<file path="src/rtl/sat_counter.sv">
// Saturating up-counter; holds at all-ones once reached.
// Ports: clk, rst_n (sync, active-low), inc_i (count enable), count_o (value).
module sat_counter #(
  parameter int unsigned WIDTH = 32
) (
  input  logic             clk,
  input  logic             rst_n,
  input  logic             inc_i,
  output logic [WIDTH-1:0] count_o
);

  logic [WIDTH-1:0] count_q;
  logic [WIDTH-1:0] count_d;

  always_comb begin
    count_d = count_q;
    if (inc_i && (count_q != {WIDTH{1'b1}})) begin
      count_d = count_q + WIDTH'(1);
    end
  end

  always_ff @(posedge clk) begin
    if (!rst_n) count_q <= '0;
    else        count_q <= count_d;
  end

  assign count_o = count_q;

endmodule

</file>
<file path="config.mk">
export PLATFORM = sky130hd
export DESIGN_NAME = sat_counter
export DESIGN_NICKNAME = d
export VERILOG_FILES = /design/src/rtl/sat_counter.sv
export SDC_FILE = /design/constraint.sdc
export NUM_CORES = 1
export LEC_CHECK = 0
export BUFFER_PORTS_ARGS = -buffer_cell sky130_fd_sc_hd__clkbuf_2
export CAP_MARGIN = 20
export CORE_ASPECT_RATIO = 0.9
export CORE_UTILIZATION = 25
export CTS_CLUSTER_SIZE = 16
export DETAILED_ROUTE_END_ITERATION = 8
export GPL_TIMING_DRIVEN = 0
export HOLD_SLACK_MARGIN = 0.1
export RECOVER_POWER = 100
export SLEW_MARGIN = 40
export SYNTH_ARGS = -nofsm -noshare
export SYNTH_HDL_FRONTEND = slang
export SYNTH_SLANG_ARGS = --single-unit
</file>
<file path="constraint.sdc">
create_clock -name clk -period 3.6 [get_ports clk]
set_clock_uncertainty 0.1 [all_clocks]
set_input_delay 0.54 -clock clk [delete_from_list [all_inputs] [get_ports clk]]
set_output_delay 0.54 -clock clk [all_outputs]
set_load 0.01 [all_outputs]
</file>
=== Word level (Yosys, flattened, before mapping) ===
Cells that the tools add are included.

* Register bits after elaboration: 32
* Bits in latches: 0
* Bits in writable memories: 0
* Bits in read-only memories: 0
* Input port bits: 3
* Output and inout bits: 32
* Memories: 0

* Add/subtract/negate cells: 1
* Multipliers: 0
* Divide/modulo/power cells: 0
* Magnitude comparators: 0
* Eq/ne operators: 1
* Shift-type cells: 0
* Multiplexer cells: 0
* Bitwise operators: 0
* Reduce and logical (&&, ||, !) cells: 1

{| class="wikitable"
|+ Operator list
! kind !! count
|-
| $add A32 B1 Y32 const B || 1
|-
| $ne A32 B32 Y1 const B || 1
|-
| $logic_and A1 B1 Y1 || 1
|}

=== Logic depth before layout (Yosys ltp) ===
Gate-level depths: netlist of run 1.

* Depth in word-level cells: 2
* Gate-level depth with buffers: 8

=== Least setup slack after synthesis of run 1 ===
OpenSTA, ideal clock, no wires.

* Kind: in2reg
* Start point: input port inc_i
* End point: register count_q[31], in the netlist count_o[31]
* Library setup time: 0.070 ns
* Data arrival time: 2.067 ns
* Required time: 3.430 ns
* Path slack: 1.363 ns
* Cell stages on the path: 5
* Path buffers: 0
* Path through: nand4_1 > or4_4 > or3_1 > or4_1 > a21oi_1

* Word-level cells in the longest chain between the ends: 1

{| class="wikitable"
|+ RTL lines
! what !! line !! text
|-
| start: declaration || 8 || <nowiki>input logic inc_i,</nowiki>
|-
| $logic_and A1 B1 Y1 || 17 || <nowiki>if (inc_i && (count_q != {WIDTH{1'b1}})) begin</nowiki>
|-
| end signal: assignment || 24 || <nowiki>else count_q <= count_d;</nowiki>
|-
| end: declaration || 12 || <nowiki>logic [WIDTH-1:0] count_q;</nowiki>
|}

Every way passes these cells.
A chain may end at the register's enable or synchronous reset.

=== Worst setup path in the final report of run 1 ===
* Start point: register count_q[13], in the netlist count_o[13]
* End point: register count_q[1], in the netlist count_o[1]

* Word-level cells in the longest chain between the ends: 2

{| class="wikitable"
|+ RTL lines
! what !! line
|-
| $ne A32 B32 Y1 || 17
|-
| $logic_and A1 B1 Y1 || 17
|}

Every way passes these cells.

==> results.yml, run 1 <==
outcome:
  outcome: "completed"
detailed_routing:
  drcViolationCount: 0
  vias: 1737
  ant_nets: 0
  wl_per_cell_um: 15.0
  drt_iter0_markers: 104
  dr.pass1.iters: 4
  routed_wl_mm: 4.96
  via_per_inst: 5.23
synthesis:
  synthMuxAreaShare_pct: 4.11
  yosys.area_share.xor_xnor_pct: 2.57
  synth_fa_ha_area_share_pct: 0.734
  yosysSeqAreaShare_pct: 37.6
  synth_compound_area_share_pct: 17.9
  postSynthAreaPerCell_um2: 8.52
  synth.net_count: 204
  synth_top_area_share_pct: 37.6
  synth_area_leaders: "dfxtp_1 38%, o31ai_1 4.8%, or4_1 4.8%"
  syn_inst: 200
  ys_ff_latch: 32
  synth_largest_area_cell: "dfxtp_1"
  synth-simple-area-share_pct: 33.5
  ys_warn_count: 0
  yosysUniqueCellTypes: 38
  synth.cell_area_mm2: 0.00170
  synth_top_family_by_area: "simple AND/OR/NAND/NOR gates"
timing:
  rsz0062_at_grt: "no"
  setup_tns_ns: 0
  period_share_pct: 78.4
  fmaxAchievable_mhz: 354
  maxSlewHeadroom_pct: 20.2
  setup_viol: 0
  worstMarginPinSlew_ns: 1.18
  fin_crit_ns: 2.82
  slew_violations: 0
  hold_ws_ns: 0.392
  finalHoldViolCount: 0
global_routing:
  grt_overflow: 0
  grt_pass1_wl_mm: 7.80
  antenna_found_initial: 0
  grt_max_degree: 11
  grt_pass1_vias: 1568
  grt_use_total_pct: 14.6
clocking:
  root_buffer: "clkbuf_8"
  clkLatencyLatePin_ns: 0.29
  clockBufferDepth: 2
  numClockSinks: 32
  clkTransAtPathRegs_ns: 0.08
  ctsHoldBuffers: 0
  cts_tree: "built"
  cts_buffers: 5
  cts_setup_buffers: 0
  cts_resized: 0
  h-tree-depth: 2
floorplan:
  core_area_mm2: 0.00659
  die_h_um: 80.3
  initial_core_util_pct: 25.9
  dieArea_mm2: 0.00715
  boundaryPins: 35
  die-width_um: 89.0
  num_rows: 28
critical_path:
  setup.reg_to_reg.worst_slack_ns: 0.78
  worst-path-max-fanout: 7
  cp-start-kind: "flip-flop"
  end_kind: "flip-flop"
  path_class: "reg -> reg"
  arrival_ns: 2.89
  required_ns: 3.67
job:
  drv_cap: 0
finish:
  finish.instance_area_mm2: 0.00204
  fin_nets: 245
  largest_register_ffs: 32
  fill_cells: 757
  utilization_pct: 30.9
  syn_to_final_growth_pct: 19.5
  drive_gt1_share_pct: 5.37
  antenna_cells: 0
placed_design:
  dpl_cell_area_mm2: 0.00199
  port_buffers: 34
  dp.final_hpwl_mm: 3.61
  gp_congestion: 0.828
worst_hold_path:
  hp-class: "reg -> reg"
pwr:
  p_per_area_mw_per_mm2: 359
  finalPower_mw: 0.732
  p_leak_nw: 0.592
  vdd_ir_drop_max_uv: 189
[cells in the final DEF (no fill, tap or decap), drive strengths merged, types with 4 or more instances in the layout]
cell type,count
clkbuf,51
dfxtp,32
nand2,16
a21oi,15
nand3,14
or4,13
o31ai,11
nand4,9
nor2,9
nand2b,9
mux2i,7
and4,6
nor4,6
or3,6
xnor2,4
o41ai,4
[power breakdown]
group	switching [mW]	leakage, nW	total (mW)	internal, mW
clock network	0.142	0.0552	0.348	0.205
registers	0.00336	0.258	0.360	0.356
logic	0.0176	0.279	0.0247	0.00711
total	0.163	0.592	0.732	0.569
[area by class of cell]
class	count	area [um2]	area share, %
Buffer	12	48.8	2.40
Clock buffer	6	72.6	3.56
Clock inverter	2	35.0	1.72
Inverter	3	11.3	0.553
Multi-Input combinational cell	153	986	48.4
Sequential cell	32	641	31.4
Tap cell	90	113	5.53
Timing Repair Buffer	34	130	6.39
[cell families after synthesis]
logic type / after synthesis
AOI/OAI and AO/OA: 44
xor gates and xnor gates: 5
adders and majority gates: 1
buffers and inverters: 15
DFF: 32
muxes: 7
and+or+nand+nor: 96
[path summary, 6_finish.rpt]
| path | start | to | cells past startpoint |
|---|---|---|---|
| min reg2reg | count_o[27]$_SDFFE_PN0P_ | count_o[27]$_SDFFE_PN0P_ | 2 |
| max reg2reg | count_o[13]$_SDFFE_PN0P_ | count_o[1]$_SDFFE_PN0P_ | 6 |
| min | count_o[27]$_SDFFE_PN0P_ | count_o[27]$_SDFFE_PN0P_ | 2 |
| max | count_o[13]$_SDFFE_PN0P_ | count_o[1]$_SDFFE_PN0P_ | 6 |
[layer usage]
| metal | GRT usage [%] | wire length, um | vias to the layer above |
|---|---|---|---|
| li1 | - | - | 864 |
| met2 | 22.4 | 2120 | 42 |
| met5 | 0 | 0 | - |
| met1 | 19.8 | 2460 | 821 |
| met3 | 3.49 | 307 | 10 |
| met4 | 5.56 | 78 | 0 |
[Yosys cell counts]
library cell  count
a21oi_1          15
o211ai_1          2
a2111oi_0         1
ha_1              1
or3_4             1
o31ai_1          11
mux2i_1           7
or3_1             5
a21o_1            1
nor4_1            6
xnor2_1           4
o21ai_0           3
a31oi_1           1
nor3_1            3
nand3_2           2
buf_4             1
buf_2             1
o21a_1            1
and2_1            2
a2111o_1          1
or4_4             2
and4_1            6
nand2b_1          9
o41ai_1           3
o311ai_0          2
o41ai_2           1
dfxtp_1          32
or4_1            11
clkbuf_1         10
o31a_1            1
inv_1             3
nor2_1            9
xor2_1            1
and3_1            3
nand4_1           9
nand3_1          12
nand2_1          16
a211oi_1          1
[metrics by stage]
step | std cells | worst slack [ns]
finish | 332 | 0.779
global route | 332 | 0.546
CTS | 332 | 1.04
detailed placement | 324 | 1.05
global placement | 324 | 1.07
floorplan | 200 | 1.36
[worst max-delay path, stage by stage (launching register included)]
cell	delay [ns]
dfxtp_1	0.44
nand3_1	0.24
or3_1	0.40
clkbuf_1	0.16
o41ai_1	1.03
mux2i_1	0.27
nor2_1	0.05
Power figures use the tool's default switching activity.
==> run 2: changes to the inputs <==
--- a/config.mk
+++ b/config.mk
@@ -5,6 +5,7 @@
 export SDC_FILE = /design/constraint.sdc
 export NUM_CORES = 1
 export LEC_CHECK = 0
+export ABC_AREA = 1
 export BUFFER_PORTS_ARGS = -buffer_cell sky130_fd_sc_hd__clkbuf_2
 export CAP_MARGIN = 20
 export CORE_ASPECT_RATIO = 0.9
==> constraint.sdc (replaced) <==
create_clock -name clk -period 2.5 [get_ports clk]
set_clock_uncertainty 0.1 [all_clocks]
set_input_delay 0.375 -clock clk [delete_from_list [all_inputs] [get_ports clk]]
set_output_delay 0.375 -clock clk [all_outputs]
set_load 0.01 [all_outputs]
==> run 2 against run 1 <==
Compared with the run above: fmax is 33% higher; first-iteration DRC count is 49% higher; sequential share of layout area is 2.8 points lower; die area is 12% higher; clock power is 26% higher; critical path type unchanged; largest cell class unchanged; highest routed layer unchanged.
==> results.yml, run 2 <==
global_routing:
  grt_use_total_pct: 14.6
  grt_pass1_wl_mm: 9.09
  grt_pass1_vias: 1927
  grt_overflow: 0
  antenna_found_initial: 0
  grt_max_degree: 11
synthesis:
  ys_warn_count: 0
  postSynthAreaPerCell_um2: 5.90
  ys_ff_latch: 32
  synth-edff-count: 0
  synth_top_area_share_pct: 33.5
  yosysUniqueCellTypes: 20
  synth_flop_cell: "dfxtp_1"
  yosysSeqAreaShare_pct: 33.5
  async_reset_ff_share_pct: 0
  synth.net_count: 328
  yosysMostFrequentCell: "nand2_1"
  synth_area_leaders: "dfxtp_1 34%, nand2_1 19%, nor2_1 15%"
  synth_common_cells: "95 x nand2_1, 76 x nor2_1, 32 x dfxtp_1, 31 x nand3_1, 29 x inv_1"
  synth.cell_area_mm2: 0.00191
  syn_inst: 324
  synth_largest_area_cell: "dfxtp_1"
clocking:
  clkTransAtPathRegs_ns: 0.06
  root_buffer: "clkbuf_8"
  cts_tree: "built"
  clockBufferDepth: 2
  h-tree-depth: 2
  cts_resized: 0
  numClockSinks: 32
  cts_buffers: 5
  cts_setup_buffers: 0
  ctsHoldBuffers: 0
  clkLatencyLatePin_ns: 0.29
floorplan:
  num_rows: 29
  initial_core_util_pct: 26.5
  core_area_mm2: 0.00722
  boundaryPins: 35
  die_h_um: 85.0
  die-width_um: 94.2
  dieArea_mm2: 0.00800
pwr:
  p_leak_nw: 0.824
  p_per_area_mw_per_mm2: 442
  vdd_ir_drop_max_uv: 163
  finalPower_mw: 0.988
critical_path:
  worst-path-max-fanout: 10
  cp-start-kind: "flip-flop"
  crit_path_top_delay_cell: "dfxtp_1"
  crit_top_cell: "nor2_1"
  end_kind: "flip-flop"
  arrival_ns: 2.20
  slowest_delay_ns: 0.39
  setup.reg_to_reg.worst_slack_ns: 0.38
  critical_path.cell_chain: "ha_1, inv_1, nor2_1, nand2_1, nor2_4, nand3_2, clkbuf_1, a21oi_1, nor2_1"
  required_ns: 2.58
  path_class: "reg -> reg"
detailed_routing:
  wl_per_cell_um: 12.0
  routed_wl_mm: 5.49
  drt_iter0_markers: 155
  dr.pass1.iters: 5
  drcViolationCount: 0
  ant_nets: 0
  vias: 2155
  via_per_inst: 4.72
finish:
  antenna_cells: 0
  register_area_um2: 641
  multi_input_comb_area_mm2: 0.00110
  mostFrequentLayoutCell: "nand2_1"
  largest_register_ffs: 32
  layout_common_cells: "98 x nand2_1, 77 x nor2_1, 37 x clkbuf_1, 32 x dfxtp_1, 31 x nand3_1"
  drive_gt1_share_pct: 4.40
  fin_nets: 368
  finish.instance_area_mm2: 0.00224
  syn_to_final_growth_pct: 17.0
  fill_cells: 809
timing:
  setup_ws_ns: 0.377
  worstMarginPinSlew_ns: 0.589
  setup_viol: 0
  period_share_pct: 84.9
  fmaxAchievable_mhz: 471
  rsz0062_at_grt: "no"
  finalHoldViolCount: 0
  fin_crit_ns: 2.12
  maxSlewHeadroom_pct: 60.7
  setup_tns_ns: 0
  slew_violations: 0
  hold_ws_ns: 0.399
placed_design:
  dpl_worst_slack_ns: 0.586
  dp.final_hpwl_mm: 4.17
  port_buffers: 33
  gp_congestion: 0.837
  dpl_cell_area_mm2: 0.00219
worst_hold_path:
  hp-class: "reg -> reg"
job:
  drv_cap: 0
outcome:
  outcome: "completed"
==> run 2: path summary, 6_finish.rpt <==
kind | start | end | cells past startpoint
setup / recovery | count_o[0]$_SDFFE_PN0P_ | count_o[23]$_SDFFE_PN0P_ | 9
hold / removal | count_o[1]$_SDFFE_PN0P_ | count_o[1]$_SDFFE_PN0P_ | 2
setup reg to reg | count_o[0]$_SDFFE_PN0P_ | count_o[23]$_SDFFE_PN0P_ | 9
hold reg to reg | count_o[1]$_SDFFE_PN0P_ | count_o[1]$_SDFFE_PN0P_ | 2
==> run 2: kinds of logic after synthesis <==
family          share of synthesized area [%]
fa+ha+maj                               0.654
simple gates                             51.1
flops                                    33.5
buf+inv                                  8.44
compound gates                           6.28
==> run 2: critical path: cells and delay by family, from the launching register on <==
family | cells | cell delay, ns
fa+ha+maj | 1 | 0.24
buf+inv | 2 | 0.34
simple gates | 5 | 0.72
compound gates | 1 | 0.23
flops | 1 | 0.39
==> run 2: report_power, final <==
group	switching (mW)	internal, mW
combinational	0.0243	0.0102
sequential	0.00271	0.512
clock	0.194	0.245
total	0.221	0.767
==> run 2: area by class of cell <==
class	count	area share, %
multi-input cells	254	49.2
flip-flops and latches	32	28.6
repair buffers	33	5.59
well taps	93	5.20
inverters	29	4.87
clock buffers	7	4.31
plain buffers	9	2.24
==> run 2: layer usage <==
| layer | global-route usage [%] | up-vias | share of wire [%] |
|---|---|---|---|
| met5 | 0 | - | 0 |
| met4 | 5.17 | 0 | 1.5 |
| met3 | 3.41 | 10 | 7.8 |
| met2 | 21.6 | 88 | 41 |
| met1 | 20.4 | 946 | 49 |
| li1 | - | 1111 | - |
==> run 2: metrics by stage <==
step | std cells | utilization [%]
floorplan | 324 | -
global placement | 450 | 30.4
detailed placement | 450 | 30.4
CTS | 457 | 31.7
global route | 457 | 31.0
finish | 457 | 31.0
==> run 3: changes to the inputs <==
==> constraint.sdc (replaced) <==
create_clock -name clk -period 2.1 [get_ports clk]
set_clock_uncertainty 0.1 [all_clocks]
set_input_delay 0.315 -clock clk [delete_from_list [all_inputs] [get_ports clk]]
set_output_delay 0.315 -clock clk [all_outputs]
set_load 0.01 [all_outputs]
==> run 3 against run 2 <==
Compared with the run above: global-route usage is the same; utilization grew 0.17 points; highest routed layer unchanged; total power grew 19%; critical path depth grew 1; fmax grew 7.9%.
==> results.yml, run 3 (synthesis gave the netlist of run 2 again) <==
outcome:
  outcome: "completed"
timing:
  setup_tns_ns: 0
  rsz0062_at_grt: "no"
  slew_violations: 0
  fmaxAchievable_mhz: 508
  worstMarginPinSlew_ns: 0.580
  finalHoldViolCount: 0
  setup_viol: 0
  period_share_pct: 93.7
  maxSlewHeadroom_pct: 61.3
  fin_crit_ns: 1.97
worst_hold_path:
  hold_start: "rst_n"
  hold_depth: 3
  holdPathEnd: "count_o[27]$_SDFFE_PN0P_"
  hp-class: "in -> reg"
floorplan:
  boundaryPins: 35
  initial_core_util_pct: 26.5
  num_rows: 29
  core_area_mm2: 0.00722
  die-width_um: 94.2
  dieArea_mm2: 0.00800
  die_h_um: 85.0
clocking:
  cts_setup_buffers: 0
  clkTransAtPathRegs_ns: 0.07
  cts_buffers: 5
  numClockSinks: 32
  root_buffer: "clkbuf_8"
  ctsHoldBuffers: 0
  h-tree-depth: 2
  clkLatencyLatePin_ns: 0.29
  clockBufferDepth: 2
  cts_tree: "built"
finish:
  syn_to_final_growth_pct: 17.7
  fin_nets: 368
  antenna_cells: 0
  drive_gt1_share_pct: 6.04
  largest_register_ffs: 32
  layout_common_cells: "96 x nand2_1, 75 x nor2_1, 35 x clkbuf_1, 32 x dfxtp_1, 31 x nand3_1"
  finish.instance_area_mm2: 0.00225
  mostFrequentLayoutCell: "nand2_1"
critical_path:
  reg2reg_depth: 10
  cp-start-kind: "flip-flop"
  arrival_ns: 2.05
  setup.reg_to_reg.worst_slack_ns: 0.13
  r2r_end: "count_o[22]$_SDFFE_PN0P_"
  required_ns: 2.18
  path_class: "reg -> reg"
  end_kind: "flip-flop"
  worst-path-max-fanout: 10
  crit-reg2reg-launch: "count_o[0]$_SDFFE_PN0P_"
pwr:
  p_per_area_mw_per_mm2: 524
  vdd_ir_drop_max_uv: 194
  p_leak_nw: 0.830
global_routing:
  grt_pass1_wl_mm: 9.09
  grt_use_total_pct: 14.6
  grt_pass1_vias: 1927
  antenna_found_initial: 0
  grt_max_degree: 11
  grt_overflow: 0
detailed_routing:
  routed_wl_mm: 5.51
  drt_iter0_markers: 197
  wl_per_cell_um: 12.0
  dr.pass1.iters: 5
  drcViolationCount: 0
  ant_nets: 0
  vias: 2138
  via_per_inst: 4.68
placed_design:
  gp_congestion: 0.837
  port_buffers: 33
  dp.final_hpwl_mm: 4.17
  dpl_cell_area_mm2: 0.00219
job:
  drv_cap: 0
-- run 3: cell types whose count changed in the layout (fill, tap and decap cells not counted), moves of 2 or more --
cell and change:
clkbuf_1 -2, nand2_1 -2, nand2_2 +2, nor2_1 -2, nor2_2 +2
-- run 3: critical path, stage by stage, from the launching register on --
cell and delay, ns:
dfxtp_1 0.39, ha_1 0.24, inv_1 0.07, nor2_2 0.17, nand2_2 0.12, nor2_4 0.19, nand2_2 0.09, buf_6 0.15
buf_6 0.15, a31oi_1 0.15, nor2_1 0.05
-- run 3: what timing repair did --
| action | CTS | global route |
|---|---|---|
| endpoints found under the setup margin | 0 | 2 |
| gates resized for setup | 0 | 1 |
| endpoints found under the hold margin | 0 | 0 |
-- run 3: per-stage QoR --
step / setup slack, ns / power [mW] / instances / utilization, % / hold WS [ns]
after floorplan: 0.334 / 0.655 / 324 / - / 0.410
after global placement: 0.213 / 0.669 / 450 / 30.4 / 0.391
after detailed placement: 0.186 / 0.669 / 450 / 30.4 / 0.391
after CTS: 0.168 / 1.20 / 457 / 31.7 / 0.344
after global routing: 0.00851 / 1.22 / 457 / 31.2 / 0.380
final: 0.133 / 1.18 / 457 / 31.2 / 0.339
-- run 3: area by class of cell --
class | count | area (um2)
clock buffer | 7 | 96.3
fill | 805 | 4970
inverter | 29 | 109
multi-input combinational | 254 | 1110
sequential | 32 | 641
tap | 93 | 116
timing repair buffer | 33 | 125
buffer | 9 | 52.6
-- run 3: worst max path at each step --
stage	start	end	slack [ns]
after global placement	count_o[0]$_SDFFE_PN0P_	count_o[22]$_SDFFE_PN0P_	0.21
after detailed placement	count_o[0]$_SDFFE_PN0P_	count_o[22]$_SDFFE_PN0P_	0.19
after floorplan	count_o[0]$_SDFFE_PN0P_	count_o[2]$_SDFFE_PN0P_	0.33
after global routing	count_o[0]$_SDFFE_PN0P_	count_o[6]$_SDFFE_PN0P_	0.009
final	count_o[0]$_SDFFE_PN0P_	count_o[22]$_SDFFE_PN0P_	0.13
after CTS	count_o[0]$_SDFFE_PN0P_	count_o[22]$_SDFFE_PN0P_	0.17
-- run 3: layer usage --
layer / up-vias / GRT usage (%) / routed length (um)
met5: - / 0 / 0
met4: 0 / 5.17 / 83
met3: 10 / 3.41 / 333
met2: 68 / 21.6 / 2280
met1: 948 / 20.4 / 2810
li1: 1112 / - / -
-- run 3: report_power, final --
group	internal, mW	leakage, nW	switching, mW
Sequential	0.610	0.258	0.00322
Clock	0.292	0.0503	0.234
Combinational	0.0121	0.521	0.0291
Total	0.914	0.830	0.266
